**src/rtl/uart_receiver.sv**
```systemverilog
// uart_receiver
//   Oversampling UART receive front-end. Synchronises the raw serial line,
//   detects the start edge, votes each bit 2-of-3 around mid-bit and emits
//   one-cycle strobes for good frames and framing/parity errors.
//   Default frame format is 8N1, LSB first.
//
//   Build option: define UART_RX_PARITY_EN for 8E1 (even parity bit between
//   the data bits and the stop bit).
//
// Ports
//   clk            in   system clock, all logic on posedge
//   rst            in   synchronous reset, active-high
//   i_rx           in   raw serial input, asynchronous, idle high
//   o_received     out  one-cycle pulse, o_rx_byte just updated with a good frame
//   o_rx_byte      out  last correctly received byte, held until next good frame
//   o_is_receiving out  high from start-edge detection until return to IDLE
//   o_recv_error   out  one-cycle pulse on framing (or parity) error
//
// State    | meaning
// ---------+--------------------------------------------------------------
// IDLE     | line idle, waiting for a falling edge on the synchronised rx
// START    | validating the start bit; a high vote means it was a glitch
// DATA     | shifting in 8 data bits, LSB first
// PARITY   | voting the even-parity bit (UART_RX_PARITY_EN only)
// STOP     | voting the stop bit, emitting received or recv_error
// BREAK    | line stuck low after a framing error, waiting for it to rise

module uart_receiver #(
    parameter int CLK_FREQ   = 5000000,
    parameter int BAUD_RATE  = 9600,
    parameter int OVERSAMPLE = 16
) (
    input  logic       clk,
    input  logic       rst,
    input  logic       i_rx,
    output logic       o_received,
    output logic [7:0] o_rx_byte,
    output logic       o_is_receiving,
    output logic       o_recv_error
);

    localparam int DIV   = CLK_FREQ / (BAUD_RATE * OVERSAMPLE);
    localparam int DIV_W = (DIV > 1) ? $clog2(DIV) : 1;
    localparam int S_W   = $clog2(OVERSAMPLE);
    localparam int M     = OVERSAMPLE / 2;

    if (DIV < 1) begin : g_div_check
        $error("uart_receiver: CLK_FREQ too low for BAUD_RATE*OVERSAMPLE (DIV = 0)");
    end
    if (OVERSAMPLE < 8 || (OVERSAMPLE % 2) != 0) begin : g_os_check
        $error("uart_receiver: OVERSAMPLE must be >= 8 and even");
    end

    localparam logic [2:0] S_IDLE   = 3'd0;
    localparam logic [2:0] S_START  = 3'd1;
    localparam logic [2:0] S_DATA   = 3'd2;
`ifdef UART_RX_PARITY_EN
    localparam logic [2:0] S_PARITY = 3'd3;
`endif
    localparam logic [2:0] S_STOP   = 3'd4;
    localparam logic [2:0] S_BREAK  = 3'd5;

    logic             r_rx_meta;
    logic             r_rxs;
    logic             r_rxs_d;
    logic [2:0]       r_state;
    logic [DIV_W-1:0] r_div_cnt;
    logic [S_W-1:0]   r_s;
    logic [2:0]       r_bit_idx;
    logic [7:0]       r_shift;
    logic             r_v0;
    logic             r_v1;
    logic             r_received;
    logic             r_recv_error;
    logic [7:0]       r_rx_byte;
`ifdef UART_RX_PARITY_EN
    logic             r_par;
    logic             w_par_ok;
`endif

    logic w_tick;
    logic w_vote_now;
    logic w_vote;
    logic w_start_edge;

    assign w_tick       = (r_div_cnt == DIV_W'(DIV - 1));
    assign w_vote_now   = w_tick && (r_s == S_W'(M + 1));
    // Third sample is the live synchronised value on the M+1 tick.
    assign w_vote       = (r_v0 & r_v1) | (r_v0 & r_rxs) | (r_v1 & r_rxs);
    // Requiring the previous value high also enforces the one-clock-high
    // gap after BREAK before a new start is accepted.
    assign w_start_edge = r_rxs_d & ~r_rxs;
`ifdef UART_RX_PARITY_EN
    assign w_par_ok     = ~(^{r_shift, r_par});
`endif

    always_ff @(posedge clk) begin
        if (rst) begin
            r_rx_meta    <= 1'b1;
            r_rxs        <= 1'b1;
            r_rxs_d      <= 1'b1;
            r_state      <= S_IDLE;
            r_div_cnt    <= '0;
            r_s          <= '0;
            r_bit_idx    <= '0;
            r_shift      <= '0;
            r_v0         <= 1'b1;
            r_v1         <= 1'b1;
            r_received   <= 1'b0;
            r_recv_error <= 1'b0;
            r_rx_byte    <= 8'h00;
`ifdef UART_RX_PARITY_EN
            r_par        <= 1'b0;
`endif
        end else begin
            r_rx_meta    <= i_rx;
            r_rxs        <= r_rx_meta;
            r_rxs_d      <= r_rxs;
            r_received   <= 1'b0;
            r_recv_error <= 1'b0;

            // Counters idle at zero so the first tick lines up with the edge.
            if (r_state == S_IDLE) begin
                r_div_cnt <= '0;
                r_s       <= '0;
            end else if (w_tick) begin
                r_div_cnt <= '0;
                r_s       <= (r_s == S_W'(OVERSAMPLE - 1)) ? '0 : r_s + 1'b1;
            end else begin
                r_div_cnt <= r_div_cnt + 1'b1;
            end

            if (w_tick && r_s == S_W'(M - 1)) r_v0 <= r_rxs;
            if (w_tick && r_s == S_W'(M))     r_v1 <= r_rxs;

            case (r_state)
                S_IDLE: begin
                    if (w_start_edge) begin
                        r_state   <= S_START;
                        r_bit_idx <= '0;
                    end
                end
                S_START: begin
                    if (w_vote_now) r_state <= w_vote ? S_IDLE : S_DATA;
                end
                S_DATA: begin
                    if (w_vote_now) begin
                        r_shift   <= {w_vote, r_shift[7:1]};
                        r_bit_idx <= r_bit_idx + 1'b1;
                        if (r_bit_idx == 3'd7) begin
`ifdef UART_RX_PARITY_EN
                            r_state <= S_PARITY;
`else
                            r_state <= S_STOP;
`endif
                        end
                    end
                end
`ifdef UART_RX_PARITY_EN
                S_PARITY: begin
                    if (w_vote_now) begin
                        r_par   <= w_vote;
                        r_state <= S_STOP;
                    end
                end
                S_STOP: begin
                    if (w_vote_now) begin
                        if (!w_vote) begin
                            r_recv_error <= 1'b1;
                            r_state      <= S_BREAK;
                        end else if (w_par_ok) begin
                            r_received <= 1'b1;
                            r_rx_byte  <= r_shift;
                            r_state    <= S_IDLE;
                        end else begin
                            // Line is back high, so no need to wait in BREAK.
                            r_recv_error <= 1'b1;
                            r_state      <= S_IDLE;
                        end
                    end
                end
`else
                S_STOP: begin
                    if (w_vote_now) begin
                        if (w_vote) begin
                            r_received <= 1'b1;
                            r_rx_byte  <= r_shift;
                            r_state    <= S_IDLE;
                        end else begin
                            r_recv_error <= 1'b1;
                            r_state      <= S_BREAK;
                        end
                    end
                end
`endif
                S_BREAK: begin
                    if (r_rxs) r_state <= S_IDLE;
                end
                default: r_state <= S_IDLE;
            endcase
        end
    end

    assign o_received     = r_received;
    assign o_recv_error   = r_recv_error;
    assign o_rx_byte      = r_rx_byte;
    assign o_is_receiving = (r_state != S_IDLE);

endmodule

```
**config.mk**
```make
export PLATFORM = sky130hd
export DESIGN_NAME = uart_receiver
export DESIGN_NICKNAME = d
export VERILOG_FILES = /design/src/rtl/uart_receiver.sv
export SDC_FILE = /design/constraint.sdc
export NUM_CORES = 1
export LEC_CHECK = 0
export CAP_MARGIN = 20
export CORE_AREA = 3 3 58 60
export DETAILED_ROUTE_END_ITERATION = 7
export DIE_AREA = 0 0 61 63
export PLACE_DENSITY = 0.85
export RECOVER_POWER = 25
export SYNTH_ARGS = -nofsm -noshare
export SYNTH_HDL_FRONTEND = slang
export SYNTH_SLANG_ARGS = --single-unit
```
**constraint.sdc**
```tcl
create_clock -name clk -period 2.6 [get_ports clk]
set_input_delay 0.39 -clock clk [delete_from_list [all_inputs] [get_ports clk]]
set_output_delay 0.39 -clock clk [all_outputs]
set_load 0.01 [all_outputs]
```
**Word level (Yosys, flattened, before mapping)**

Index checks and enable logic that the tools add are counted.

- Add/subtract/negate cells: 3
- Equality and inequality tests: 16
- Mux-type cells: 15
- Bitwise operators: 9
- Reductions and logical operators: 13

Operator list:

| operator | number |
|---|---|
| $mux W3 | 9 |
| $pmux W3 S5 | 1 |
| $eq A4 B4 Y1 const B | 3 |
| $ne A2 B2 Y1 const B | 6 |
| $eq A3 B3 Y1 const B | 3 |
| $pmux W3 S2 | 1 |
| $reduce_and A3 Y1 | 2 |
| $reduce_and A6 Y1 | 1 |
| $reduce_or A3 Y1 | 2 |
| $add A5 B1 Y5 const B | 1 |
| $eq A5 B5 Y1 const B | 1 |
| $add A4 B1 Y4 const B | 1 |
| $and A1 B1 Y1 | 4 |
| $eq A4 B3 Y1 const B | 1 |
| $mux W4 | 1 |
| $add A3 B1 Y3 const B | 1 |
| $eq A3 B1 Y1 const B | 1 |
| $eq A3 B2 Y1 const B | 1 |
| $logic_and A1 B1 Y1 | 3 |
| $logic_not A3 Y1 | 1 |
| $not A1 Y1 | 3 |
| $reduce_bool A3 Y1 | 1 |
| $mux W1 | 2 |
| $mux W2 | 1 |
| other kinds (4) | 5 |

- Register bits: 38

**Logic depth before layout (Yosys ltp)**

- Depth in word-level cells: 6
- Depth in mapped cells: 9
- Depth with buffers taken out: 8

**Worst setup path after synthesis**

No wires, ideal clock.

- Path type: register to register
- Start point: register r_div_cnt[0]
- End point: register r_state[1]
- Setup time: 0.103 ns
- Arrival: 1.846 ns
- Path slack: 0.651 ns
- Stages on the path, launching flop included: 9
- Buffers on the path: 1
- Period minus slack after synthesis: 1.949 ns
- Path through: dfxtp_1 -> ha_1 -> and3_1 -> ha_1 -> and4b_1 -> buf_6 -> nor3_1 -> a31oi_1 -> a2111oi_2

- Longest elaborated chain between the ends: 4
- Elaborated cells on any way between the ends: 6

RTL lines:

| element | RTL line | text |
|---|---|---|
| start, declared | 67 | `logic [DIV_W-1:0] r_div_cnt;` |
| start signal, assigned | 130 | `r_div_cnt <= r_div_cnt + 1'b1;` |
| $eq A5 B5 Y1 (*) | 86 | `assign w_tick = (r_div_cnt == DIV_W'(DIV - 1));` |
| $logic_and A1 B1 Y1 (*) | 87 | `assign w_vote_now = w_tick && (r_s == S_W'(M + 1));` |
| $ne A2 B2 Y1 (no source line) | n/a |  |
| $reduce_and A6 Y1 (no source line) (*) | n/a |  |
| end signal, assigned | 144 | `if (w_vote_now) r_state <= w_vote ? S_IDLE : S_DATA;` |
| end, declared | 66 | `logic [2:0] r_state;` |

Mark *: on every way between the ends. The rest lies on a longest branch, timed or not.
A chain may end at the register's enable or synchronous reset.

**Worst setup path after layout**

Same ends and word-level chain as after synthesis.

==> summary.txt <==
Outcome
  • Status: complete, no violations

Drt
  • Routed wl met3: 103 um
  • DRC: 0
  • Vias: 1145
  • Routed vias/inst: 5.228
  • Total Routed Length: 2.637 mm
  • Pre-antenna DRT Iters: 4
  • ANT nets after route: 0
  • Metal-1 WL: 1.275 mm
  • Post-DR wirelength/cell: 12.04 um
  • Met2 WL: 1.203 mm
  • Drt first-iter violations: 39
  • Top Metal Used: met4

Timing
  • Fmax: 431.5 MHz
  • Final period util: 89.14%
  • Post-Route Hold Slack: 425.9 ps
  • Slew headroom: 28.65%
  • PnR worst setup slack: 282.3 ps
  • Final Critical Period: 2318 ps
  • Sum of negative setup slack: 0 ps
  • Final slew viol count: 0
  • Final setup viols: 0
  • RSZ-0062 raised after global routing: false
  • Final hold violations: 0
  • Worst-Margin Slew: 1070 ps
  • Clock skew: 8.356 ps

Critical path
  • R2R cell count: 7
  • Critical path, cell by cell: ha_1 -> and3_1 -> ha_1 -> and4b_1 -> nor3_1 -> a31oi_1 -> a2111oi_2
  • FF-to-FF Start: r_div_cnt[0]
  • Setup crit end: r_state[1]
  • CP Launch Type: flop
  • Crit path from: r_div_cnt[0]
  • Crit path top cell by count: ha_1
  • Crit path DAT: 2560 ps
  • CP peak stage delay: 380 ps
  • Critical Path Sink Type: flop
  • Slowest CP cell: nor3_1
  • Reg2Reg Setup Slack: 280 ps
  • Worst endpoint required time: 2840 ps
  • Setup CP Type: reg -> reg
  • Reg-to-reg endpoint: r_state[1]
  • CP max FO: 11

GRT
  • GRT overflow: 0
  • Global-route wire length before repair: 4.823 mm
  • Antenna violations before repair: 0
  • Number of global-route vias before repair: 1134
  • Largest net degree at the start of global routing: 28
  • Total GRT Usage: 16.54%

Finish
  • Fraction of layout cells with a size suffix above 1: 8.602%
  • P&R area growth vs syn: 12.53%
  • Final nets: 195
  • Most frequent cells in the layout: dfxtp_1, nand2_1, nor2_1, a21oi_1, mux2i_1
  • ANT cells: 0
  • Fin area: 0.001775 mm2
  • Most common library cell in the layout ignoring fill and taps: dfxtp_1
  • Final cell utilization of the core: 59.62%

Clock tree
  • Root buf cell: clkbuf_4
  • CTS tree: yes
  • Clock sink count: 38
  • TritonCTS buffer count: 5
  • Maximum level of the CTS H-tree: 2
  • Clock latency at the later pin of the worst-skew pair: 350 ps
  • Postcts setup bufs: 0
  • Resized Gates After CTS: 0
  • CTS max path bufs: 2
  • Clock transition at path regs: 110 ps
  • CTS Hold Bufs: 0

Yosys
  • Post-synthesis net count: 182
  • Post-Syn Area: 0.001578 mm2
  • Synth Area per Inst: 9.173 um2
  • Synth Flop Type: dfxtp_1
  • EDFF count, synth: 0
  • Largest area contributor in the netlist: dfxtp_1
  • Sequential area share after synthesis: 48.22%
  • Synth top area cells: dfxtp_1, mux2i_1, nand2_1, ha_1, nor2_1
  • Synth Instances: 172
  • Synth unique cells: 35
  • Top cell type's share of synthesized area: 48.22%
  • Seq cells post-synth: 38
  • Yosys warning total: 0
  • Async SR Flop Fraction: 0%

Power
  • Pwr Density: 584.5 mW/mm2
  • Reg power frac: 59.2%
  • Switching share of power: 25.80%
  • Power Internal: 770.0 uW
  • Worst vdd ir: 420.3 uV
  • Switch Pwr: 267.7 uW
  • Clock group share of total power: 30.7%
  • Leak: 0.0007220 uW
  • Comb power frac: 10.1%

Die
  • Core area: 0.002978 mm2
  • Die Width: 61 um
  • Die height: 63 um
  • Starting Density: 52.98%
  • Total Die Area: 0.003843 mm2
  • Number of core rows: 20
  • Io pins: 14

Place
  • GP Congestion: 0.7722
  • DP HPWL: 1.845 mm
  • IO buf count: 13
  • Post-DP Area: 0.001719 mm2
  • Dpl ws: 341.7 ps

Run
  • Max-cap violations: 0

Min path
  • Hold crit path type: reg -> reg
-- layout make-up --
type / instances / area, um2
Clock buffer: 7 / 55.05
Clock inverter: 1 / 5.005
Fill cell: 265 / 1202
Inverter: 3 / 11.26
Multi-Input combinational cell: 123 / 768.2
Sequential cell: 38 / 760.7
Tap cell: 33 / 41.29
Timing Repair Buffer: 14 / 133.9
-- worst min path at each step --
| stage | from | endpoint | slack (ps) | cells past startpoint |
|---|---|---|---|---|
| 6_report | r_rx_meta | r_rxs | 430 | 1 |
| 5_1_grt | r_rx_meta | r_rxs | 450 | 1 |
| 4_1_cts | r_rx_meta | r_rxs | 420 | 1 |
| 3_5_place_dp | r_rx_meta | r_rxs | 400 | 1 |
| 3_3_place_gp | r_rx_meta | r_rxs | 390 | 1 |
| 2_1_floorplan | r_rx_meta | r_rxs | 390 | 1 |
-- sequential cells by signal (all words and copies together), names as in the netlist, 3 cells and up --
signal / flops
r_shift: 8
o_rx_byte: 8
r_state: 3
r_div_cnt: 5
r_s: 4
r_bit_idx: 3
-- through the flow --
stage / power, uW / cells
3_3_place_gp: 728.0 / 211
4_1_cts: 1047 / 219
3_5_place_dp: 732.3 / 211
5_1_grt: 1078 / 219
2_1_floorplan: 701.7 / 172
6_report: 1038 / 219
-- worst max-delay path, delay by kind of cell (launching register included) --
family | cells | cell delay (ps)
simple gates | 3 | 890
fa+ha+maj | 2 | 520
flops | 1 | 340
compound gates | 2 | 450
-- cells by family after synthesis --
group,Yosys count,share of synthesized area [%]
compound gates,23,9.198
xor+xnor,4,2.221
fa+ha+maj,8,6.265
buf+inv,11,3.093
flops,38,48.22
mux,11,6.979
simple gates,77,24.03
-- power groups by stage --
stage | clock, uW | combinational, uW | sequential, uW
5_1_grt | 342 | 119 | 617
3_3_place_gp | 0 | 103 | 625
2_1_floorplan | 0 | 89.7 | 612
3_5_place_dp | 0 | 105 | 627
4_1_cts | 326 | 107 | 614
6_report | 319 | 105 | 614
-- metal layers --
| layer | up-vias | track usage (%) |
|---|---|---|
| li1 | 609 | - |
| met3 | 8 | 5.165 |
| met2 | 16 | 24.33 |
| met1 | 512 | 20.95 |
| met4 | 0 | 9.214 |
| met5 | - | 0 |
-- synth_stat cells, drive strengths merged, types with 3 or more instances --
cell     n
nor2    22
ha       7
dfxtp   38
and3     3
or2      4
inv      3
nor3     3
clkbuf   7
mux2i   11
and2     3
a21oi   13
nand2   25
nand3    7
Power figures use the tool's default switching activity.
==> edit 1 (config.mk and constraints unchanged) <==
Change the parameter `CLK_FREQ` from 5000000 to 2500000.
--- a/src/rtl/uart_receiver.sv
+++ b/src/rtl/uart_receiver.sv
@@ -26,7 +26,7 @@
 // BREAK    | line stuck low after a framing error, waiting for it to rise
 
 module uart_receiver #(
-    parameter int CLK_FREQ   = 5000000,
+    parameter int CLK_FREQ   = 2500000,
     parameter int BAUD_RATE  = 9600,
     parameter int OVERSAMPLE = 16
 ) (
Function: same outputs for any inputs over 10 cycles, from zero or initial values and one cycle with rst high; that may be too few to reach the edited logic, so the function may still have changed.
==> edit 1 against the original RTL <==
Critical path depth shrank 5; largest power group unchanged; area after synthesis grew 1.2%; register-to-register slack gained 0.42 ns; die area is the same; design area grew 3.3%; worst setup slack gained 0.20 ns; clock skew is essentially flat; power grew 17%; cell count shrank 5.0%; critical path type is now flop to output port; sequential cell count shrank 1; wire length grew 5.1%; count of clock-buffer cells in the layout shrank 2.
==> edit 1: results (changes against the original RTL) <==
** GRT
- Met3 Usage GRT :: 6.818% (was 5.165%)
- First-pass GRT wire length :: 5195 um (was 4823 um)
- The fraction of met1 tracks used by global routing is 21.54% (was 20.95%).
- The overall global routing resource usage came to 17.92% (was 16.54%).
- The routing usage on met2 is 28.34% (was 24.33%).
- Vias in the first global route :: 1176 (was 1134)
- The maximum number of pins on one net before global-route repair came to 26 (was 28).
- The number of antenna violations at the first check in global routing is 0 (unchanged).

** Place
- Half-perimeter wire length after placement :: 1986 um (was 1845 um)
- The number of buffers added on ports was 13 (unchanged).
- The total instance count after detailed placement is 200 (was 211).
- Cell area reported after detailed placement :: 0.001732 mm2 (was 0.001719 mm2)
- The routability-driven placement congestion ratio is 0.7319 (was 0.7722).

** Layout
- The share of cells above drive strength 1 is 10.86% (was 8.602%).
- The number of standard cells in the layout, taps in and fillers out was 208 (was 219).
- The number of fill cells was 237 (was 265).
- The number of nets at the end of the flow is 183 (was 195).

** Synthesis
- Cell count after synthesis :: 161 (was 172)
- The post-synthesis net count was 170 (was 182).
- Most used flip-flop cell after synthesis :: sky130_fd_sc_hd__dfxtp_1 (unchanged)
- The post-synthesis cell type count was 46 (was 35).
- Ys async rst share :: 0% (unchanged)
- Leading post-synthesis cells by cell area :: sky130_fd_sc_hd__dfxtp_1 46%, sky130_fd_sc_hd__mux2i_1 12%, sky130_fd_sc_hd__nor2_1 5.2%, sky130_fd_sc_hd__ha_1 4.7%, sky130_fd_sc_hd__nand2_1 2.6% (was sky130_fd_sc_hd__dfxtp_1 48%, sky130_fd_sc_hd__mux2i_1 7.0%, sky130_fd_sc_hd__nand2_1 5.9%, sky130_fd_sc_hd__ha_1 5.6%, sky130_fd_sc_hd__nor2_1 5.2%)
- The fraction of the yosys area taken by sequential cells came to 46.39% (was 48.22%).
- Cell types with the highest counts after synthesis :: 37 x sky130_fd_sc_hd__dfxtp_1, 22 x sky130_fd_sc_hd__nor2_1, 19 x sky130_fd_sc_hd__mux2i_1 (was 38 x sky130_fd_sc_hd__dfxtp_1, 25 x sky130_fd_sc_hd__nand2_1, 22 x sky130_fd_sc_hd__nor2_1)

** Clock tree
- The depth of the CTS H-tree is 2 (unchanged).
- The total clock buffers created by CTS was 5 (unchanged).
- The number of post-CTS setup repair buffers is 0 (unchanged).
- Maximum clock path buffer count :: 2 (unchanged)

** STA
- Slew at the pin closest to its max-slew limit :: 1.011 ns (was 1.070 ns)
- The worst clock skew on the final layout came to 0.007874 ns (was 0.008356 ns).
- Final Hold Vio Count :: 0 (unchanged)

** Worst hold path
- Hold Crit Class :: flop to flop (unchanged)

** Detailed routing
- Post-Route WL :: 2771 um (was 2637 um)
- Starting DRT DRC Count :: 16 (was 39)
- Vias per Instance :: 5.635 (was 5.228)
- 1st-pass router iterations :: 4 (unchanged)

** Power and ir drop
- The highest ir drop seen on vdd came to 0.4918 mV (was 0.4203 mV).
- Cell leakage power :: 0.7758 nW (was 0.7220 nW)

** Run status
- Run status: finished clean (unchanged).

** Critical path
- The top fanout value on the critical path came to 13 (was 11).
- The endpoint arrival time on the critical path came to 1.73 ns (was 2.56 ns).
==> edit 1: cell count changes after synthesis, sizes merged, moves of 3 or more <==
cell,change
a21oi,-6
and2,-3
buf,+3
clkbuf,-3
mux2i,+8
nand2,-13
nand3,-4
o31ai,+3
==> edit 1: path summary, 6_finish.rpt <==
path / start / to / slack (ns) / depth (start not counted)
setup / recovery: r_state[2]$_SDFFE_PP0P_ / o_is_receiving / 0.48 / 2
hold / removal: r_rx_meta$_SDFF_PP1_ / r_rxs$_SDFF_PP1_ / 0.43 / 1
hold reg to reg: r_rx_meta$_SDFF_PP1_ / r_rxs$_SDFF_PP1_ / 0.43 / 1
setup reg to reg: r_state[1]$_SDFFE_PP0P_ / r_shift[0]$_SDFFE_PP0P_ / 0.70 / 4
==> edit 1: power breakdown <==
group | switching, mW | internal, mW | leakage [nW]
Combinational | 0.0589 | 0.0513 | 0.421
Clock | 0.202 | 0.302 | 0.0558
Sequential | 0.0249 | 0.578 | 0.299
==> edit 1: kinds of logic after synthesis <==
| group | share of synthesized area [%] |
|---|---|
| AND/OR/NAND/NOR | 20.93 |
| flip-flops | 46.39 |
| AO/OA/AOI/OAI | 9.326 |
| multiplexers | 11.91 |
| buffers and inverters | 3.918 |
| adder cells (fa/ha/maj) | 5.329 |
| XOR/XNOR | 2.195 |
==> edit 1: routing by layer <==
| layer | vias up | wire [um] |
|---|---|---|
| met5 | - | 0 |
| met4 | 0 | 64 |
| met3 | 8 | 111 |
| met2 | 22 | 1348 |
| met1 | 554 | 1247 |
| li1 | 588 | - |
==> edit 1: area by class of cell <==
| class | instances | area (um2) | area share [%] |
|---|---|---|---|
| Clock buffer | 5 | 37.54 | 2.046 |
| Clock inverter | 3 | 68.82 | 3.752 |
| Inverter | 5 | 18.77 | 1.023 |
| Multi-Input combinational cell | 111 | 793.3 | 43.25 |
| Sequential cell | 37 | 740.7 | 40.38 |
| Tap cell | 33 | 41.29 | 2.251 |
| Timing Repair Buffer | 14 | 133.9 | 7.299 |
==> edit 1: metrics by stage <==
stage	setup WS [ns]	power (mW)
after global placement	0.7858	0.7206
after global routing	0.3914	1.271
after detailed placement	0.7499	0.7272
after floorplan	1.086	0.6963
after CTS	0.4719	1.225
final	0.4823	1.218
==> edit 1: critical path: stages, from the launching register on <==
cell and delay [ns]:
sky130_fd_sc_hd__dfxtp_1 0.45, sky130_fd_sc_hd__or3_1 0.44, sky130_fd_sc_hd__clkdlybuf4s50_1 0.49
==> edit 2 (same settings) <==
Made on the original files. Put one more register stage on the output `o_rx_byte`. The value now appears one clock later. The other outputs are not delayed to match. Comments in the files are not updated.
--- a/src/rtl/uart_receiver.sv
+++ b/src/rtl/uart_receiver.sv
@@ -203,7 +203,9 @@
 
     assign o_received     = r_received;
     assign o_recv_error   = r_recv_error;
-    assign o_rx_byte      = r_rx_byte;
+    always_ff @(posedge clk) begin
+        o_rx_byte <= r_rx_byte;
+    end
     assign o_is_receiving = (r_state != S_IDLE);
 
 endmodule
Function: no difference found for any inputs over 10 cycles, from zero or initial values and one cycle with rst high; that may be too few to reach the edited logic, so the function may still have changed.
==> edit 2 against the original RTL <==
Worst setup slack better by 0.054 ns; sequential cell count up 8; wire length up 12%; design area up 13%; area after synthesis up 16%; critical path type unchanged; critical endpoint is now r_shift[6]$_SDFFE_PP0P_.
Power is not compared: it rests on default switching activity, and its combinational part moved more than twofold at a synthesized area within 25%.
==> edit 2: results (changes against the original RTL) <==
** Worst hold path
- The class of the tightest hold or removal check was flop to flop (unchanged).

** Synthesis
- The post-synthesis cell type count is 43 (was 35).
- Cell types with the highest counts after synthesis :: 46 x sky130_fd_sc_hd__dfxtp_1, 28 x sky130_fd_sc_hd__nor2_1, 17 x sky130_fd_sc_hd__mux2i_1 (was 38 x sky130_fd_sc_hd__dfxtp_1, 25 x sky130_fd_sc_hd__nand2_1, 22 x sky130_fd_sc_hd__nor2_1)
- The fraction of the yosys area taken by sequential cells is 50.45% (was 48.22%).
- The synthesized area per cell came to 10.61 um2 (was 9.173 um2).
- Leading post-synthesis cells by cell area :: sky130_fd_sc_hd__dfxtp_1 50%, sky130_fd_sc_hd__mux2i_1 9.3%, sky130_fd_sc_hd__nor2_1 5.8%, sky130_fd_sc_hd__ha_1 4.8%, sky130_fd_sc_hd__buf_6 2.5% (was sky130_fd_sc_hd__dfxtp_1 48%, sky130_fd_sc_hd__mux2i_1 7.0%, sky130_fd_sc_hd__nand2_1 5.9%, sky130_fd_sc_hd__ha_1 5.6%, sky130_fd_sc_hd__nor2_1 5.2%)

** Layout
- Synth-to-Final Area Change :: 9.527% (was 12.53%)
- The share of cells above drive strength 1 came to 12.90% (was 8.602%).

** Critical path
- The maximum cell stage delay along the critical path came to 0.44 ns (was 0.38 ns).
- Maximum fanout along the worst path :: 10 (was 11)
- The endpoint arrival time on the critical path came to 2.48 ns (was 2.56 ns).
- Critical-path top delay cell :: sky130_fd_sc_hd__and4b_1 (was sky130_fd_sc_hd__nor3_1)

** Clock tree
- The clock network latency to the later pin of the worst-skew pair was 0.37 ns (was 0.35 ns).
- The post-cts resize count came to 0 (unchanged).
- The clock slew seen by the registers of the worst setup and hold paths was 0.14 ns (was 0.11 ns).

** Place
- Cell area reported after detailed placement :: 0.001944 mm2 (was 0.001719 mm2)
- Half-perimeter wire length after placement :: 2129 um (was 1845 um)
- Pre-CTS setup slack :: 0.4279 ns (was 0.3417 ns)
- Final estimated routing congestion in global placement :: 0.8145 (was 0.7722)
- Count of placed standard cells including taps :: 211 (unchanged)

** GRT
- First-pass GRT wire length :: 5099 um (was 4823 um)
- Global router's overall resource usage :: 17.73% (was 16.54%)
- Maximum number of pins on one net before global-route repair :: 29 (was 28)
- The fraction of met1 tracks used by global routing is 18.50% (was 20.95%).
- The fraction of met3 tracks used by global routing came to 7.025% (was 5.165%).

** Detailed routing
- The wire length after detailed routing was 2944 um (was 2637 um).
- Number of vias after detailed routing :: 1209 (was 1145)
- The violation count after the first detailed-route iteration came to 37 (was 39).
- The final routed wire length divided by cell count came to 13.44 um (was 12.04 um).

** Run status
- Run status :: finished clean (unchanged)

** Power and ir drop
- Cell leakage power :: between 0.8 and 0.9 nW

** STA
- Slew at the pin closest to its max-slew limit :: 1.248 ns (was 1.070 ns)
[edit 2: changes by cell type after synthesis, sizes merged, moves of 6 or more]
cell	delta
nand2	-18
dfxtp	+8
a21oi	-7
buf	+7
nor2	+7
mux2i	+6
[edit 2: per-layer routing]
metal / vias to the layer above / wire, um
met3: 5 / 122
met5: - / 0
met2: 20 / 1514
met4: 0 / 55
met1: 568 / 1252
li1: 616 / -
[edit 2: cell families after synthesis]
kind of cell / count (synthesis) / synth area share (%)
DFF: 46 / 50.45
buffers and inverters: 13 / 4.729
adders and majority gates: 8 / 5.414
muxes: 20 / 11.58
xor gates and xnor gates: 4 / 1.919
AOI/OAI and AO/OA: 20 / 8.568
and+or+nand+nor: 61 / 17.34
[edit 2: report_power, final]
group / internal [mW] / total, mW / switching, mW
combinational: 0.0225 / 0.0486 / 0.0261
clock: 0.105 / 0.338 / 0.233
sequential: 0.711 / 0.720 / 0.00988
[edit 2: cell type report]
type	count	share of cell area [%]
Tap cell	33	2.065
Clock inverter	3	1.064
Multi-Input combinational cell	113	40.93
Timing Repair Buffer	16	7.447
Sequential cell	46	46.06
Inverter	3	0.5632
Clock buffer	5	1.877
[edit 2: path summary, 6_finish.rpt]
| kind | cells after the start | end | startpoint | slack, ns |
|---|---|---|---|---|
| setup / recovery | 8 | r_shift[6]$_SDFFE_PP0P_ | r_div_cnt[0]$_SDFF_PP0_ | 0.34 |
| hold reg to reg | 0 | o_rx_byte[6]$_DFF_P_ | r_rx_byte[6]$_SDFFE_PP0P_ | 0.35 |
| setup reg to reg | 8 | r_shift[6]$_SDFFE_PP0P_ | r_div_cnt[0]$_SDFF_PP0_ | 0.34 |
| hold / removal | 0 | o_rx_byte[6]$_DFF_P_ | r_rx_byte[6]$_SDFFE_PP0P_ | 0.35 |
